$ cat src/rtl/sha256_host_pkg.sv
// Shared types and constants for the SHA-256 host controller slice.
package sha256_host_pkg;

  localparam int ADDR_W       = 16;
  localparam int DATA_W       = 32;
  localparam int DIGEST_WORDS = 8;
  localparam int READ_LATENCY = 1;
  localparam int IDX_W        = $clog2(DIGEST_WORDS);

  typedef enum logic [2:0] {
    ST_FILL,
    ST_LAUNCH,
    ST_WAIT_BUSY,
    ST_WAIT_DONE,
    ST_READ,
    ST_DRAIN,
    ST_ERROR
  } state_t;

endpackage

$ cat src/rtl/sha256_digest_buf.sv
// Eight-word digest holding buffer: filled during READ, indexed by the DRAIN pointer.
module sha256_digest_buf
  import sha256_host_pkg::*;
(
  input  logic              clk,
  input  logic              reset_n,
  input  logic              wr_en,
  input  logic [IDX_W-1:0]  wr_idx,
  input  logic [DATA_W-1:0] wr_data,
  input  logic [IDX_W-1:0]  rd_idx,
  output logic [DATA_W-1:0] rd_data
);

  logic [DATA_W-1:0] regs [DIGEST_WORDS];

  always_ff @(posedge clk or negedge reset_n) begin
    if (!reset_n) begin
      for (int i = 0; i < DIGEST_WORDS; i++) regs[i] <= '0;
    end else if (wr_en) begin
      regs[wr_idx] <= wr_data;
    end
  end

  assign rd_data = regs[rd_idx];

endmodule

$ cat src/rtl/sha256_host_ctrl.sv
// Host-side controller: writes a message into shared memory, starts the hasher,
// waits for it, then reads the digest back and streams it out.
module sha256_host_ctrl
  import sha256_host_pkg::*;
#(
  parameter int NUM_OF_WORDS   = 20,
  parameter int TIMEOUT_CYCLES = 4096
) (
  input  logic              clk,
  input  logic              reset_n,
  input  logic [ADDR_W-1:0] msg_addr,
  input  logic [ADDR_W-1:0] digest_addr,
  input  logic              in_valid,
  input  logic [DATA_W-1:0] in_data,
  output logic              in_ready,
  output logic              out_valid,
  output logic [DATA_W-1:0] out_data,
  output logic              out_last,
  input  logic              out_ready,
  output logic              hash_start,
  input  logic              hash_done,
  output logic [ADDR_W-1:0] hash_message_addr,
  output logic [ADDR_W-1:0] hash_output_addr,
  output logic              mem_sel,
  output logic              mem_we,
  output logic [ADDR_W-1:0] mem_addr,
  output logic [DATA_W-1:0] mem_write_data,
  input  logic [DATA_W-1:0] mem_read_data,
  output logic              busy,
  output logic              error
);

  localparam int                 TMO_W     = $clog2(TIMEOUT_CYCLES) + 1;
  localparam logic [7:0]         LAST_WORD = 8'(NUM_OF_WORDS - 1);
  localparam logic [TMO_W-1:0]   TMO_LAST  = TMO_W'(TIMEOUT_CYCLES - 1);
  localparam logic [3:0]         ISSUE_END = 4'(DIGEST_WORDS);
  localparam logic [3:0]         CAP_FIRST = 4'(READ_LATENCY + 1);
  localparam logic [3:0]         READ_LAST = 4'(DIGEST_WORDS + READ_LATENCY);
  localparam logic [IDX_W-1:0]   LAST_IDX  = IDX_W'(DIGEST_WORDS - 1);

  state_t            state, state_next;
  logic [7:0]        count;
  logic [ADDR_W-1:0] msg_base, dig_base, fill_addr;
  logic [3:0]        rd_cnt;
  logic [IDX_W-1:0]  idx, buf_widx;
  logic [TMO_W-1:0]  tmo;
  logic              accept, last_word, timed_out, buf_we;
  logic [DATA_W-1:0] buf_rdata;

  assign accept            = in_valid && in_ready;
  assign last_word         = (count == LAST_WORD);
  assign timed_out         = (tmo == TMO_LAST);
  assign fill_addr         = ((count == 8'd0) ? msg_addr : msg_base) + ADDR_W'(count);
  assign hash_message_addr = msg_base;
  assign hash_output_addr  = dig_base;

  // State register plus the registered memory request and job bookkeeping.
  always_ff @(posedge clk or negedge reset_n) begin
    if (!reset_n) begin
      state          <= ST_FILL;
      in_ready       <= 1'b0;
      count          <= '0;
      msg_base       <= '0;
      dig_base       <= '0;
      mem_sel        <= 1'b1;
      mem_we         <= 1'b0;
      mem_addr       <= '0;
      mem_write_data <= '0;
      rd_cnt         <= '0;
      idx            <= '0;
      tmo            <= '0;
    end else begin
      state    <= state_next;
      in_ready <= (state_next == ST_FILL);
      mem_we   <= 1'b0;
      case (state)
        ST_FILL: if (accept) begin
          mem_we         <= 1'b1;
          mem_addr       <= fill_addr;
          mem_write_data <= in_data;
          count          <= last_word ? 8'd0 : count + 8'd1;
          if (count == 8'd0) begin
            msg_base <= msg_addr;
            dig_base <= digest_addr;
          end
        end
        ST_LAUNCH: begin
          mem_sel <= 1'b0;
          tmo     <= '0;
        end
        ST_WAIT_BUSY, ST_WAIT_DONE: begin
          tmo    <= tmo + TMO_W'(1);
          rd_cnt <= '0;
          if (state_next == ST_READ || state_next == ST_ERROR) mem_sel <= 1'b1;
        end
        ST_READ: begin
          rd_cnt <= rd_cnt + 4'd1;
          idx    <= '0;
          if (rd_cnt < ISSUE_END) mem_addr <= dig_base + ADDR_W'(rd_cnt);
        end
        ST_DRAIN: if (out_ready) idx <= idx + IDX_W'(1);
        default: mem_sel <= 1'b1;
      endcase
    end
  end

  // A done level seen before the hasher has ever dropped it is not completion.
  always_comb begin
    state_next = state;
    case (state)
      ST_FILL:      if (accept && last_word) state_next = ST_LAUNCH;
      ST_LAUNCH:    state_next = ST_WAIT_BUSY;
      ST_WAIT_BUSY: if (!hash_done) state_next = ST_WAIT_DONE;
                    else if (timed_out) state_next = ST_ERROR;
      ST_WAIT_DONE: if (hash_done) state_next = ST_READ;
                    else if (timed_out) state_next = ST_ERROR;
      ST_READ:      if (rd_cnt == READ_LAST) state_next = ST_DRAIN;
      ST_DRAIN:     if (out_ready && out_last) state_next = ST_FILL;
      default:      state_next = ST_ERROR;
    endcase
  end

  always_comb begin
    hash_start = (state == ST_LAUNCH);
    busy       = (state != ST_FILL) || (count != 8'd0);
    error      = (state == ST_ERROR);
    out_valid  = (state == ST_DRAIN);
    out_last   = out_valid && (idx == LAST_IDX);
    out_data   = out_valid ? buf_rdata : '0;
    buf_we     = (state == ST_READ) && (rd_cnt >= CAP_FIRST);
    buf_widx   = IDX_W'(rd_cnt - CAP_FIRST);
  end

  sha256_digest_buf u_digest_buf (
    .clk     (clk),
    .reset_n (reset_n),
    .wr_en   (buf_we),
    .wr_idx  (buf_widx),
    .wr_data (mem_read_data),
    .rd_idx  (idx),
    .rd_data (buf_rdata)
  );

endmodule

$ cat config.mk
export PLATFORM = sky130hd
export DESIGN_NAME = sha256_host_ctrl
export DESIGN_NICKNAME = d
export VERILOG_FILES = /design/src/rtl/sha256_host_pkg.sv /design/src/rtl/sha256_digest_buf.sv /design/src/rtl/sha256_host_ctrl.sv
export SDC_FILE = /design/constraint.sdc
export NUM_CORES = 1
export LEC_CHECK = 0
export BUFFER_PORTS_ARGS = -buffer_cell sky130_fd_sc_hd__clkbuf_2
export CORE_UTILIZATION = 55
export DETAILED_ROUTE_END_ITERATION = 8
export PLACE_DENSITY = 0.76
export SLEW_MARGIN = 10
export SYNTH_ARGS = -nofsm -noshare
export SYNTH_HDL_FRONTEND = slang
export SYNTH_HIERARCHICAL = 1
export SYNTH_SLANG_ARGS = --single-unit
$ cat constraint.sdc
create_clock -name clk -period 3.87 [get_ports clk]
set_input_delay 0.1935 -clock clk [delete_from_list [all_inputs] [get_ports clk]]
set_output_delay 0.1935 -clock clk [all_outputs]
set_load 0.01 [all_outputs]
# --- Word-level counts from Yosys, hierarchy flattened ---
# Index checks and enable logic that the tools add are counted.
op_classes:
  n_bitwise: 3
  eq_ne: 16
  n_lt_le_gt_ge: 5
  reduce_logical: 24
  add_sub_neg: 7
  muxes: 27
op_table:
  columns: ["cell", "count"]
  rows:
  - ["bitwise mux 256 bit", 1]
  - ["two-way mux 32 bit", 4]
  - ["binary-select mux 32 bit (select 3 bit)", 1]
  - ["demux 32 bit (select 3 bit)", 1]
  - ["two-way mux 16 bit", 3]
  - ["one-hot mux 16 bit (2 select lines)", 1]
  - ["one-hot mux 13 bit (2 select lines)", 1]
  - ["two-way mux 3 bit", 7]
  - ["== test 3 bit, second input constant", 6]
  - ["one-hot mux 3 bit (6 select lines)", 1]
  - ["adder 16 x 4 -> 16 bit", 1]
  - ["adder 16 x 8 -> 16 bit", 1]
  - ["adder 13 x 1 -> 13 bit, second input constant", 1]
  - ["== test 13 x 12 -> 1 bit, second input constant", 1]
  - ["adder 8 x 1 -> 8 bit, second input constant", 1]
  - ["== test 8 x 5 -> 1 bit, second input constant", 1]
  - [">= comparator 4 bit, second input constant", 2]
  - ["logical NOT 8 bit", 1]
  - ["two-way mux 8 bit", 1]
  - ["NOT 3 -> 4 bit", 2]
  - ["one-hot mux 4 bit (2 select lines)", 1]
  - ["nonzero test 2 bit", 4]
  - ["nonzero test 8 bit", 1]
  - ["== test 3 x 2 -> 1 bit, second input constant", 2]
  - ["22 further kinds", 36]
word_totals:
  out_inout_bits: 120
  register_bits: 370

# --- Logic depth before layout (Yosys ltp) ---
# Gate-level depths: netlist of the first run.
logic_depth:
  word_depth: 9
  depth_mapped: 14

# --- Modules after synthesis ---
# The synthesis of the first run kept the hierarchy.
by_module_without_submodules:
  columns: ["mod", "cells_per_inst", "instances", "area_each_um2", "seq_area_each_um2"]
  rows:
  - ["sha256_digest_buf", 665, 1, 11639.9, 6406.1]
  - ["sha256_host_ctrl", 659, 1, 6257.3, 2854.0]

# --- Worst setup path after synthesis of the first run ---
# OpenSTA, ideal clock, no wires.
synth_path:
  path_type: "flip-flop to flip-flop"
  startpoint: "register count[1]"
  endpoint: "register mem_addr[13]"
  n_path_buf: 1
  period_less_slack_ns: 3.248
  path_slack_ns: 0.622
  t_arrival_ns: 3.124
  path_stages_with_launch: 14
  cell_sequence: "dfrtp_1 -> inv_1 -> ha_1 -> nor4b_4 -> nand2_4 -> buf_2 -> mux2_2 -> ha_1 -> a211oi_1 -> o211ai_1 -> a31oi_1 -> nor2_2 -> and3_1 -> o31a_1"
synth_between:
  elab_chain_len: 5
synth_lines:
  columns: ["item", "line", "rtl"]
  rows:
  - ["from (decl)", "sha256_host_ctrl.sv:42", "logic [7:0] count;"]
  - ["from (signal assigned)", "sha256_host_ctrl.sv:81", "count <= last_word ? 8'd0 : count + 8'd1;"]
  - ["logical NOT 8 bit", "sha256_host_ctrl.sv:53", "assign fill_addr = ((count == 8'd0) ? msg_addr : msg_base) + ADDR_W'(count);"]
  - ["two-way mux 16 bit", null, null]
  - ["adder 16 x 8 -> 16 bit *", "sha256_host_ctrl.sv:53", null]
  - ["two-way mux 16 bit *", "sha256_host_ctrl.sv:77", "ST_FILL: if (accept) begin"]
  - ["one-hot mux 16 bit (2 select lines) *", "sha256_host_ctrl.sv:76", "case (state)"]
  - ["to (signal assigned)", "sha256_host_ctrl.sv:79", "mem_addr <= fill_addr;"]
  - ["to (signal assigned)", "sha256_host_ctrl.sv:99", "if (rd_cnt < ISSUE_END) mem_addr <= dig_base + ADDR_W'(rd_cnt);"]
  - ["to (decl)", "sha256_host_ctrl.sv:26", "output logic [ADDR_W-1:0] mem_addr,"]
# Every way passes the cells marked *; elsewhere a longest branch is shown, timed or not. The select of a mux whose other input is x is not followed.
# A chain may end at the register's enable or synchronous reset.

# --- Final worst setup path of the first run ---
# Ends and elaborated chain as after synthesis.

==> results of run 1 <==
layout make-up:
cell class	instances	area share
clock inverter	13	0.00633
sequential	370	0.430
tap	435	0.0252
timing repair buffer	331	0.103
multi-input combinational	861	0.380
antenna	2	0.000232
clock buffer	56	0.0529
inverter	13	0.00226
per-layer routing:
metal | wire length [um] | share of wire | vias up | global-route usage
met5 | 0 | 0 | - | 0
met4 | 1520 | 0.035 | 0 | 0.104
met3 | 2190 | 0.051 | 106 | 0.0361
met2 | 20900 | 0.49 | 404 | 0.434
met1 | 18200 | 0.43 | 6219 | 0.357
li1 | - | - | 5455 | -
worst max-delay path by stage:
stage	from	endpoint
2_1_floorplan	count[1]	mem_addr[13]
3_3_place_gp	count[1]	mem_addr[13]
3_5_place_dp	count[1]	mem_addr[13]
4_1_cts	count[1]	mem_addr[13]
5_1_grt	count[1]	mem_addr[13]
6_report	count[1]	mem_addr[13]
power groups by stage:
stage | registers [uW] | clock network, uW | logic (uW)
floorplan | 4850 | 0 | 1560
CTS | 4800 | 3770 | 2620
detailed placement | 4870 | 0 | 2540
global placement | 4860 | 0 | 2470
finish | 4820 | 3710 | 2640
global route | 4870 | 3950 | 2890
sequential cells by signal, indices dropped and copies added (netlist names):
register,cells
u_digest_buf/regs,256
hash_output_addr,16
mem_write_data,32
in_ready,1
mem_sel,1
tmo,13
mem_we,1
idx,3
hash_message_addr,16
count,8
mem_addr,16
rd_cnt,4
state,3
cell usage in the layout, fill, tap and decap left out, drive strengths merged, types with 9 or more instances in the layout:
master,netlist,final
mux2,330,330
xnor2,16,16
mux4,64,64
nor2,40,40
ha,21,21
a21oi,20,20
inv,13,15
nand2,134,134
a211oi,11,11
o21ai,37,37
buf,54,34
dlygate4sd3,0,78
nor3,13,13
clkbuf,26,275
xor2,12,12
mux2i,10,10
dfrtp,369,369
nand3,23,23
clkinv,0,9
nand4,14,14
and3,39,39
cells in the mapped netlist, types with 3 or more instances:
| library cell | number |
|---|---|
| nor3b_1 | 5 |
| clkbuf_2 | 3 |
| xor2_1 | 12 |
| o21ai_0 | 35 |
| nand4b_1 | 4 |
| mux2i_1 | 8 |
| or3_1 | 3 |
| a22oi_1 | 3 |
| a22o_1 | 4 |
| mux2_1 | 9 |
| ha_1 | 21 |
| buf_1 | 7 |
| inv_1 | 13 |
| buf_4 | 12 |
| buf_6 | 8 |
| a31oi_1 | 4 |
| buf_2 | 27 |
| nand2b_1 | 3 |
| and3_1 | 39 |
| nor3_1 | 12 |
| nor4bb_1 | 3 |
| and4_1 | 3 |
| a211oi_1 | 11 |
| mux2_2 | 321 |
| mux4_1 | 40 |
| a21oi_1 | 20 |
| and2_1 | 7 |
| mux4_2 | 24 |
| nand4_1 | 14 |
| o21a_1 | 4 |
| dfrtp_1 | 369 |
| a211o_1 | 3 |
| nand3_1 | 23 |
| nor2_1 | 39 |
| nor2b_1 | 4 |
| xnor2_1 | 16 |
| clkbuf_1 | 23 |
| a21o_1 | 4 |
| nand2_1 | 133 |
per-stage QoR:
stage	util	hold slack, ns
after detailed placement	0.613	0.359
final	0.678	0.0206
after global placement	0.613	0.349
after CTS	0.678	0.000451
after floorplan	-	-0.102
after global routing	0.678	0.0107
kinds of logic (layout without fill, tap and decap cells):
logic type / after synthesis / count (layout) / synth area share
muxes: 404 / 404 / 0.304
buffers and inverters: 93 / 413 / 0.0275
xor gates and xnor gates: 28 / 28 / 0.0137
other: 0 / 2 / 0
DFF: 370 / 370 / 0.517
AOI/OAI and AO/OA: 105 / 105 / 0.0373
adders and majority gates: 23 / 23 / 0.0169
and+or+nand+nor: 301 / 301 / 0.0837
worst reg2reg max path, stage by stage, from the launching register on:
cell	delay, ns
dfrtp_1	0.43
inv_1	0.12
ha_1	0.18
nor4b_4	0.39
nand2_4	0.16
mux2_2	0.34
ha_1	0.30
a211oi_1	0.33
o211ai_1	0.19
a31oi_1	0.43
nor2_2	0.12
and3_1	0.19
o31a_1	0.27
==> metrics.md, run 1 <==
| Metric | Value |
|---|---|
| Critical Path Stages | `12` |
| Final ANT Viol Nets | `0` |
| Final count of hold timing violations | `0` |
| Vias | `~12000` |
| Hold buffer count at cts | `between 70 and 80` |
| Endpoint type of the worst setup path | `flop` |
| Max cap viols | `0` |
| Port Buffers | `220` |
| Post-route DRC violation count | `0` |
| Clock slew at reported path FFs | `roughly 0.060 ns` |
| Critical-path cell list | `inv_1, ha_1, nor4b_4, nand2_4, mux2_2, ha_1, a211oi_1, o211ai_1, a31oi_1, nor2_2, and3_1, o31a_1` |
| R2r endpoint | `mem_addr[13]` |
| Syn Inst Count | `approximately 1300` |
| Slew Limit Fails | `0` |
| Starting Density | `0.563` |
| Multi-input logic area | `8190 um2` |
| Inst Count DP | `~1900` |
| Final wirelength | `roughly 43000 um` |
| Die height | `between 150 and 200 um` |
| Largest cells by area after synthesis | `dfrtp_1 (52%), mux2_2 (20%), mux4_1 (5.9%)` |
| Largest stage delay, worst path | `~0.43 ns` |
| Setup TNS | `0 ns` |
| TritonCTS buffer count | `39` |
| Largest delay contributor family on the critical path | `compound AO/OA/AOI/OAI gates` |
| FFs w/ async S/R, synth | `1.00` |
| Cell internal pwr | `7720 uW` |
| Cell mode on critical path | `ha_1` |
| Critical Path AT | `approximately 4.0 ns` |
| Reg area | `about 9000 um2` |
| Max_slew headroom | `0.369` |
| Initial antenna violation count | `2` |
| HP Start | `mem_read_data[12]` |
| Final worst setup slack | `slightly below 0.3 ns` |
| Reg2Reg Setup Slack | `0.30 ns` |
| Hold Path End | `u_digest_buf/regs[204]` |
| DRT iter0 DRCs | `a little under 900` |
| HP Class | `in -> reg` |
| Library cells used by synthesis | `62` |
| # H-tree levels | `2` |
| Chip width | `~180 um` |
| Worst skew pair latency | `0.52 ns` |
| Combinational Power Share | `0.237` |
| Die Area | `33300 um2` |
| Layout cell share with drive strength beyond 1 | `0.410` |
| Required @ worst endpoint | `4.28 ns` |
| Nets@finish | `roughly 1700` |
| Slew @ Worst Pin | `0.941 ns` |
| Syn nets | `1448` |
| Status | `finished clean` |
| Slowest cell on crit path | `dfrtp_1` |
| Tmin final | `3.57 ns` |
| Post-synthesis register bit count | `between 300 and 400` |
| Fillers | `about 2200` |
| Worst hold path stage count | `2` |
| Synthesis warning total | `6` |
| Drt first pass iters | `5` |
| Synth Cell Area | `about 18000 um2` |
| Setup CP Type | `reg -> reg` |
| Crit path buffers/inverters | `1` |
| I/O pin count | `roughly 220` |
| # resized after CTS | `0` |
| Core area | `about 32000 um2` |
| Clk sink count | `370` |
| Seq/Total Area, Yosys | `0.517` |
| Crit path launch type | `flop` |
| Top cell type's share of synthesized area | `0.516` |
| Worst r2r path cells | `12` |
| CTS tree | `yes` |
| Num rows | `65` |
| DP Wirelength | `~26000 um` |
| Clock power frac | `0.332` |
| Vias in the first global route | `between 10000 and 15000` |
| Dpl cell area | `19500 um2` |
| Post-synth EDFFs | `0` |
| RSZ-0062 raised after global routing | `no` |
| Largest net degree at the start of global routing | `between 100 and 150` |
| Switching Fraction | `0.309` |
| Area Growth Syn to Fin | `20.5%` |
| Overflow after GRT | `0` |
| Worst clock skew | `between 0.015 and 0.02 ns` |
| Seq pwr share | `0.432` |
| Max VDD drop | `between 0.3 and 0.4 mV` |
| Sw power | `between 3000 and 4000 uW` |
| Clk buf depth | `3` |
| Post-CTS repair timing setup buffer count | `0` |
| R2r startpoint | `count[1]` |
| Power, Total | `roughly 11000 uW` |
| Leak pwr | `around 0.011 uW` |
| Crit share post-route | `0.923` |
| GPL Wtd Cong | `approximately 0.88` |
| WL/cell | `between 20 and 25 um` |
| Avg Inst Size Synth | `between 10 and 15 um2` |
| FMAX | `~0.28 GHz` |
| GRT Util Overall | `0.264` |
| Final instance area | `about 22000 um2` |
| Final setup fails | `0` |
| Routed vias/inst | `just under 6` |
| Pre-CTS setup slack | `around 0.38 ns` |
| Pwr dens | `518 nW/um2` |
| Main synth FF type | `dfrtp_1` |
| Post-Layout Cell Count | `between 2000 and 2500` |
| Root Buffer | `clkbuf_16` |
| First-pass GRT wire length | `between 60000 and 70000 um` |
| Yosys top cell by area | `dfrtp_1` |
| Highest fanout seen on the critical path | `9` |
(Power assumes the default switching activity.)
==> run 2, diff against run 1 <==
Settings changed: CELL_PAD_IN_SITES_DETAIL_PLACEMENT set to 0, CELL_PAD_IN_SITES_GLOBAL_PLACEMENT set to 1, CORE_UTILIZATION 55 to 48, PLACE_DENSITY 0.76 to not set, PLACE_DENSITY_LB_ADDON set to 0.1.
==> run 2 against run 1 <==
Register-to-register slack improved by 0.095 ns. Combinational power fell by 2%. Via count fell by 2.8%. Core utilization fell by 8.0 points. Sequential share of layout area fell by 0.66 points. First-iteration DRC count fell by 36%. Count of clock-buffer cells in the layout rose by 8.
==> metrics.md, run 2 (synthesis gave the netlist of run 1 again) <==
| Metric | Value |
|---|---|
| Setup TNS | `0 ns (unchanged)` |
| Max cap viols | `0 (unchanged)` |
| Die height | `195 um (+7.0%)` |
| Endpoint type of the worst setup path | `flop` |
| I/O pin count | `221 (unchanged)` |
| Setup CP Type | `reg -> reg` |
| Routed vias/inst | `5.55 (-5.2%)` |
| Crit path launch type | `flop` |
| GPL Wtd Cong | `0.851 (-3.3%)` |
| WL/cell | `20.1 um (-2.3%)` |
| TritonCTS buffer count | `42 (+7.7%)` |
| Max VDD drop | `0.321 mV (-16%)` |
| Die Area | `38100 um2 (+14%)` |
| Hold_ws | `0.225 ns (+0.204 ns)` |
| Initial antenna violation count | `0 (-2)` |
| R2r endpoint | `mem_addr[13]` |
| Dpl cell area | `19500 um2 (-0.16%)` |
| Slew @ Worst Pin | `0.811 ns (-0.130 ns)` |
| Post-route DRC violation count | `0 (unchanged)` |
| Area Growth Syn to Fin | `22.3%` |
| Final ANT Viol Nets | `0 (unchanged)` |
| Clk buf depth | `3 (unchanged)` |
| DRT iter0 DRCs | `571 (-36%)` |
| Vias | `11800 (-2.8%)` |
| Pwr dens | `525 nW/um2 (+1.3%)` |
| Required @ worst endpoint | `4.32 ns (+0.04 ns)` |
| DP Wirelength | `25900 um (-0.46%)` |
| Worst skew pair latency | `0.58 ns (+0.06 ns)` |
| Worst r2r path cells | `12 (unchanged)` |
| Inst Count DP | `1957 (+1.3%)` |
| Clock slew at reported path FFs | `0.06 ns (about the same)` |
| Overflow after GRT | `0 (unchanged)` |
| Final count of hold timing violations | `0 (unchanged)` |
| Highest fanout seen on the critical path | `9 (unchanged)` |
| Layout cell share with drive strength beyond 1 | `0.404 (-0.00637)` |
| Nets@finish | `1756 (+0.92%)` |
| Critical Path AT | `3.93 ns (-0.05 ns)` |
| Leak pwr | `0.0107 uW (+1.1%)` |
| Slowest cell on crit path | `a31oi_1` |
| Clk sink count | `370 (unchanged)` |
| Crit share post-route | `0.898 (-0.0246)` |
| Ant diodes | `0 (-2)` |
| Core area | `36600 um2 (+15%)` |
| HP Class | `in -> async` |
| Final worst setup slack | `0.393 ns (+0.0950 ns)` |
| Slew Limit Fails | `0 (unchanged)` |
| Max_slew headroom | `0.457 (+0.0883)` |
| R2r startpoint | `count[1]` |
| Critical-path cell list | `inv_1, ha_1, nor4b_4, nand2_4, mux2_2, ha_1, a211oi_1, o211ai_1, a31oi_1, nor2_2, and3_1, o31a_1` |
| Post-Layout Cell Count | `2133 (+2.5%)` |
| Most flops, register | `u_digest_buf/regs` |
| Root Buffer | `clkbuf_16` |
| FMAX | `0.288 GHz (+2.7%)` |
| Starting Density | `0.489 (-0.0740)` |
| First-pass GRT wire length | `68400 um (-0.95%)` |
| Cell mode on critical path | `ha_1` |
| Biggest regs | `u_digest_buf/regs x256, mem_write_data x32` |
| Most common cell after layout, fill and taps aside | `dfrtp_1` |
| Num rows | `70 (+7.7%)` |
| Drt first pass iters | `5 (unchanged)` |
| Most frequent cells in the layout | `dfrtp_1 (366), mux2_2 (321), clkbuf_2 (219)` |
| Largest stage delay, worst path | `0.44 ns (about the same)` |
| Largest net degree at the start of global routing | `101 (-14%)` |
| Final setup fails | `0 (unchanged)` |
| Reg2Reg Setup Slack | `0.39 ns (+0.10 ns)` |
| Status | `finished clean` |
| Vias in the first global route | `12300 (-4.3%)` |
| RSZ-0062 raised after global routing | `no` |
| Chip width | `195 um (+7.0%)` |
| Port Buffers | `220 (unchanged)` |
| Worst clock skew | `0.0188 ns (-0.00110 ns)` |
| Final wirelength | `42800 um (about the same)` |
| GRT Util Overall | `0.229 (-0.0349)` |
| Tmin final | `3.48 ns (-0.0950 ns)` |
| Post-CTS repair timing setup buffer count | `0 (unchanged)` |
| Final instance area | `21900 um2 (+1.5%)` |
| # H-tree levels | `2 (unchanged)` |
| CTS tree | `yes` |
| Max FFs per register | `256 (unchanged)` |
| Pre-CTS setup slack | `0.439 ns (+0.0616 ns)` |
[run 2: power by group]
part / switching (uW) / internal [uW] / leakage, uW
sequential: 471 / 4350 / 0.00478
clock: 1640 / 2450 / 0.000711
combinational: 1400 / 1180 / 0.00526
[run 2: through the flow]
step	util	power [uW]
4_1_cts	0.598	11600
2_1_floorplan	-	6410
6_report	0.598	11500
5_1_grt	0.598	12100
3_5_place_dp	0.532	7400
3_3_place_gp	0.532	7360
[run 2: worst max-delay path by stage]
stage,from,cells past startpoint,endpoint
CTS,count[1],12,mem_addr[13]
floorplan,count[1],13,mem_addr[13]
finish,count[1],12,mem_addr[13]
detailed placement,count[1],12,mem_addr[13]
global placement,count[1],12,mem_addr[13]
global route,count[1],12,mem_addr[13]
[run 2: layout make-up]
class	instances	area, um2
Fill cell	2959	14700
Tap cell	468	586
Clock inverter	13	184
Clock buffer	64	1250
Sequential cell	370	9270
Timing Repair Buffer	344	2360
Inverter	13	48.8
Multi-Input combinational cell	861	8190
[run 2: critical path: cells and delay by family (launching register included)]
| kind | cells | cell delay (ns) |
|---|---|---|
| AOI/OAI and AO/OA | 4 | 1.18 |
| and+or+nand+nor | 4 | 0.83 |
| adders and majority gates | 2 | 0.47 |
| DFF | 1 | 0.43 |
| muxes | 1 | 0.33 |
| buffers and inverters | 1 | 0.11 |
[run 2: what timing repair did]
action | in CTS | in global routing
gates resized for setup | 0 | 0
hold endpoints to repair | 413 | 0
hold buffers | 99 | 0
[run 2: layer usage]
layer | GRT usage | vias up | wire length [um]
li1 | - | 5484 | -
met1 | 0.320 | 6063 | 19900
met2 | 0.369 | 240 | 20400
met3 | 0.0345 | 55 | 1640
met4 | 0.0706 | 0 | 826
met5 | 0 | - | 0
==> run 3, diff against run 2 <==
Settings changed: PLACE_DENSITY_LB_ADDON 0.1 to 0.12.
==> run 3 against run 2 <==
Die area is the same. Via count is 0.84% lower. Hold slack lost 0.19 ns. Combinational power barely moved. Clock skew decreased by 0.0056 ns. Sequential power is essentially flat. Count of clock-buffer cells in the layout decreased by 4. Core utilization down 0.35 points. Register-to-register slack improved by 0.03 ns. Final area shrank 0.58%. Fmax up 0.94%. Critical endpoint unchanged. Largest cell class unchanged. Largest power group unchanged.
==> metrics.md, run 3 (synthesis gave the netlist of run 1 again) <==
| Metric | Value |
|---|---|
| Status | `finished clean` |
| Pwr dens | `515 nW/um2 (-1.9%)` |
| Drt first pass iters | `7 (+2)` |
| Vias in the first global route | `12100 (-1.6%)` |
| Root Buffer | `clkbuf_16` |
| Initial antenna violation count | `0 (unchanged)` |
| Hold buffer count at cts | `98 (-1.0%)` |
| Fillers | `2960 (+0.034%)` |
| Critical Path AT | `3.89 ns (-0.04 ns)` |
| Area Growth Syn to Fin | `21.6%` |
| # resized after CTS | `0 (unchanged)` |
| Final wirelength | `42700 um (-0.30%)` |
| Cell mode on critical path | `ha_1` |
| Die Area | `38100 um2 (unchanged)` |
| Inst Count DP | `1960 (+0.15%)` |
| Crit path buffers/inverters | `1 (unchanged)` |
| Num rows | `70 (unchanged)` |
| Most flops, register | `u_digest_buf/regs` |
| First-pass GRT wire length | `68600 um (+0.26%)` |
| Endpoint type of the worst setup path | `flop` |
| Largest stage delay, worst path | `0.42 ns (-0.02 ns)` |
| Chip width | `195 um (unchanged)` |
| TritonCTS buffer count | `42 (unchanged)` |
| Worst r2r path cells | `12 (unchanged)` |
| Met3 WL | `1600 um (-2.4%)` |
| Slew @ Worst Pin | `0.821 ns (+0.00966 ns)` |
| Setup TNS | `0 ns (unchanged)` |
| Worst hold path stage count | `2` |
| Core area | `36600 um2 (unchanged)` |
| Highest fanout seen on the critical path | `8 (-1)` |
| Max FFs per register | `256 (unchanged)` |
| Overflow after GRT | `0 (unchanged)` |
| Tmin final | `3.44 ns (-0.0324 ns)` |
| Multi-input logic area | `8190 um2 (unchanged)` |
| Reg2Reg Setup Slack | `0.43 ns (+0.03 ns)` |
| # H-tree levels | `2 (unchanged)` |
| DP Wirelength | `26300 um (+1.4%)` |
| Clk sink count | `370 (unchanged)` |
| HP Class | `in -> reg` |
| Crit share post-route | `0.890 (-0.00836)` |
| Clock slew at reported path FFs | `0.06 ns (about the same)` |
| Most frequent cells in the layout | `dfrtp_1 (366), mux2_2 (321), clkbuf_2 (219)` |
| Vias | `11700 (-0.84%)` |
| Largest delay contributor family on the critical path | `compound AO/OA/AOI/OAI gates` |
| GRT Util Overall | `0.230 (+0.00151)` |
| GPL Wtd Cong | `0.833 (-2.1%)` |
| Post-Layout Cell Count | `2129 (-0.19%)` |
| Required @ worst endpoint | `4.31 ns (about the same)` |
| Die height | `195 um (unchanged)` |
| Biggest regs | `u_digest_buf/regs x256, mem_write_data x32` |
| Final count of hold timing violations | `0 (unchanged)` |
| Routed vias/inst | `5.52 (-0.66%)` |
| DRT iter0 DRCs | `598 (+4.7%)` |
| Layout cell share with drive strength beyond 1 | `0.402 (-0.00180)` |
| FMAX | `0.290 GHz (+0.94%)` |
| Slowest cell on crit path | `dfrtp_1` |
| Port Buffers | `220 (unchanged)` |
| Max VDD drop | `0.385 mV (+20%)` |
| Largest net degree at the start of global routing | `102 (+0.99%)` |
| Critical Path Stages | `12 (unchanged)` |
| Leak pwr | `0.0107 uW (-0.57%)` |
| Reg area | `9270 um2 (unchanged)` |
| Setup CP Type | `reg -> reg` |
| Final ANT Viol Nets | `0 (unchanged)` |
| RSZ-0062 raised after global routing | `no` |
| Critical-path cell list | `inv_1, ha_1, nor4b_4, nand2_4, mux2_2, ha_1, a211oi_1, o211ai_1, a31oi_1, nor2_2, and3_1, o31a_1` |
| Most common cell after layout, fill and taps aside | `dfrtp_1` |
| Top Metal Used | `met4` |
| Clk buf depth | `3 (unchanged)` |
| Worst clock skew | `0.0132 ns (-0.00560 ns)` |
| Routed met1 length | `19900 um (-0.27%)` |
| Starting Density | `0.489 (unchanged)` |
| Crit path launch type | `flop` |
| Final setup fails | `0 (unchanged)` |
| I/O pin count | `221 (unchanged)` |
| CTS tree | `yes` |
| WL/cell | `20.1 um (-0.11%)` |
| Post-CTS repair timing setup buffer count | `0 (unchanged)` |
| DR WL met2 | `20300 um (-0.49%)` |
| Nets@finish | `1758 (+0.11%)` |
| Worst skew pair latency | `0.56 ns (-0.02 ns)` |
| Slew Limit Fails | `0 (unchanged)` |
| Post-route DRC violation count | `0 (unchanged)` |
| Max cap viols | `0 (unchanged)` |
| Max_slew headroom | `0.451 (-0.00646)` |
==> run 3: cell types whose count changed in the layout (fill, tap and decap cells not counted) <==
| cell | change |
|---|---|
| dlygate4sd3_1 | -1 |
| diode_2 | +1 |
| inv_6 | +1 |
| clkbuf_1 | +1 |
| inv_16 | -1 |
| clkinv_8 | +1 |
| bufinv_16 | -1 |
| clkinv_2 | -2 |
| buf_4 | +4 |
| buf_12 | -1 |
| clkbuf_8 | -5 |
| clkinv_16 | -1 |
==> run 3: metal layers <==
metal / GRT usage / up-vias
met3: 0.0373 / 62
met1: 0.325 / 5932
met4: 0.0624 / 0
met5: 0 / -
li1: - / 5504
met2: 0.370 / 244
==> run 3: final cells by class <==
type / count / area share
antenna: 1 / 0.000115
clock buffer: 60 / 0.0546
clock inverter: 10 / 0.00546
inverter: 13 / 0.00224
multi-input combinational: 861 / 0.376
sequential: 370 / 0.426
tap: 468 / 0.0269
timing repair buffer: 346 / 0.109
==> run 3: through the flow <==
step | hold slack (ns) | cell area, um2 | util | power (uW) | worst slack [ns]
final | 0.0343 | 21800 | 0.595 | 11200 | 0.426
after global routing | 0.0183 | 21800 | 0.594 | 11800 | 0.235
after CTS | 0.0111 | 21800 | 0.594 | 11400 | 0.424
after detailed placement | 0.318 | 19500 | 0.532 | 7400 | 0.470
after global placement | 0.312 | 19500 | 0.532 | 7360 | 0.516
after floorplan | -0.102 | 17900 | - | 6410 | 0.622
==> run 3: power breakdown <==
group,internal (uW),total (uW),switching [uW]
combinational,1180,2590,1420
clock,2260,3820,1560
sequential,4350,4800,452
total,7780,11200,3430
==> run 3: worst register-to-register path: stages (launching register included) <==
cell      delay [ns]
dfrtp_1         0.42
inv_1           0.11
ha_1            0.18
nor4b_4         0.36
nand2_4         0.16
mux2_2          0.33
ha_1            0.30
a211oi_1        0.31
o211ai_1        0.18
a31oi_1         0.41
nor2_2          0.11
and3_1          0.18
o31a_1          0.27
==> run 3: final timing paths <==
| check | end | startpoint |
|---|---|---|
| worst max-delay path | mem_addr[13] | count[1] |
| worst min-delay path | hash_message_addr[10] | msg_addr[10] |
| worst max register to register | mem_addr[13] | count[1] |
| worst min register to register | mem_write_data[28] | mem_write_data[28] |
| max in group asynchronous | u_digest_buf/regs[167] | reset_n |
| min in group asynchronous | hash_message_addr[12] | reset_n |
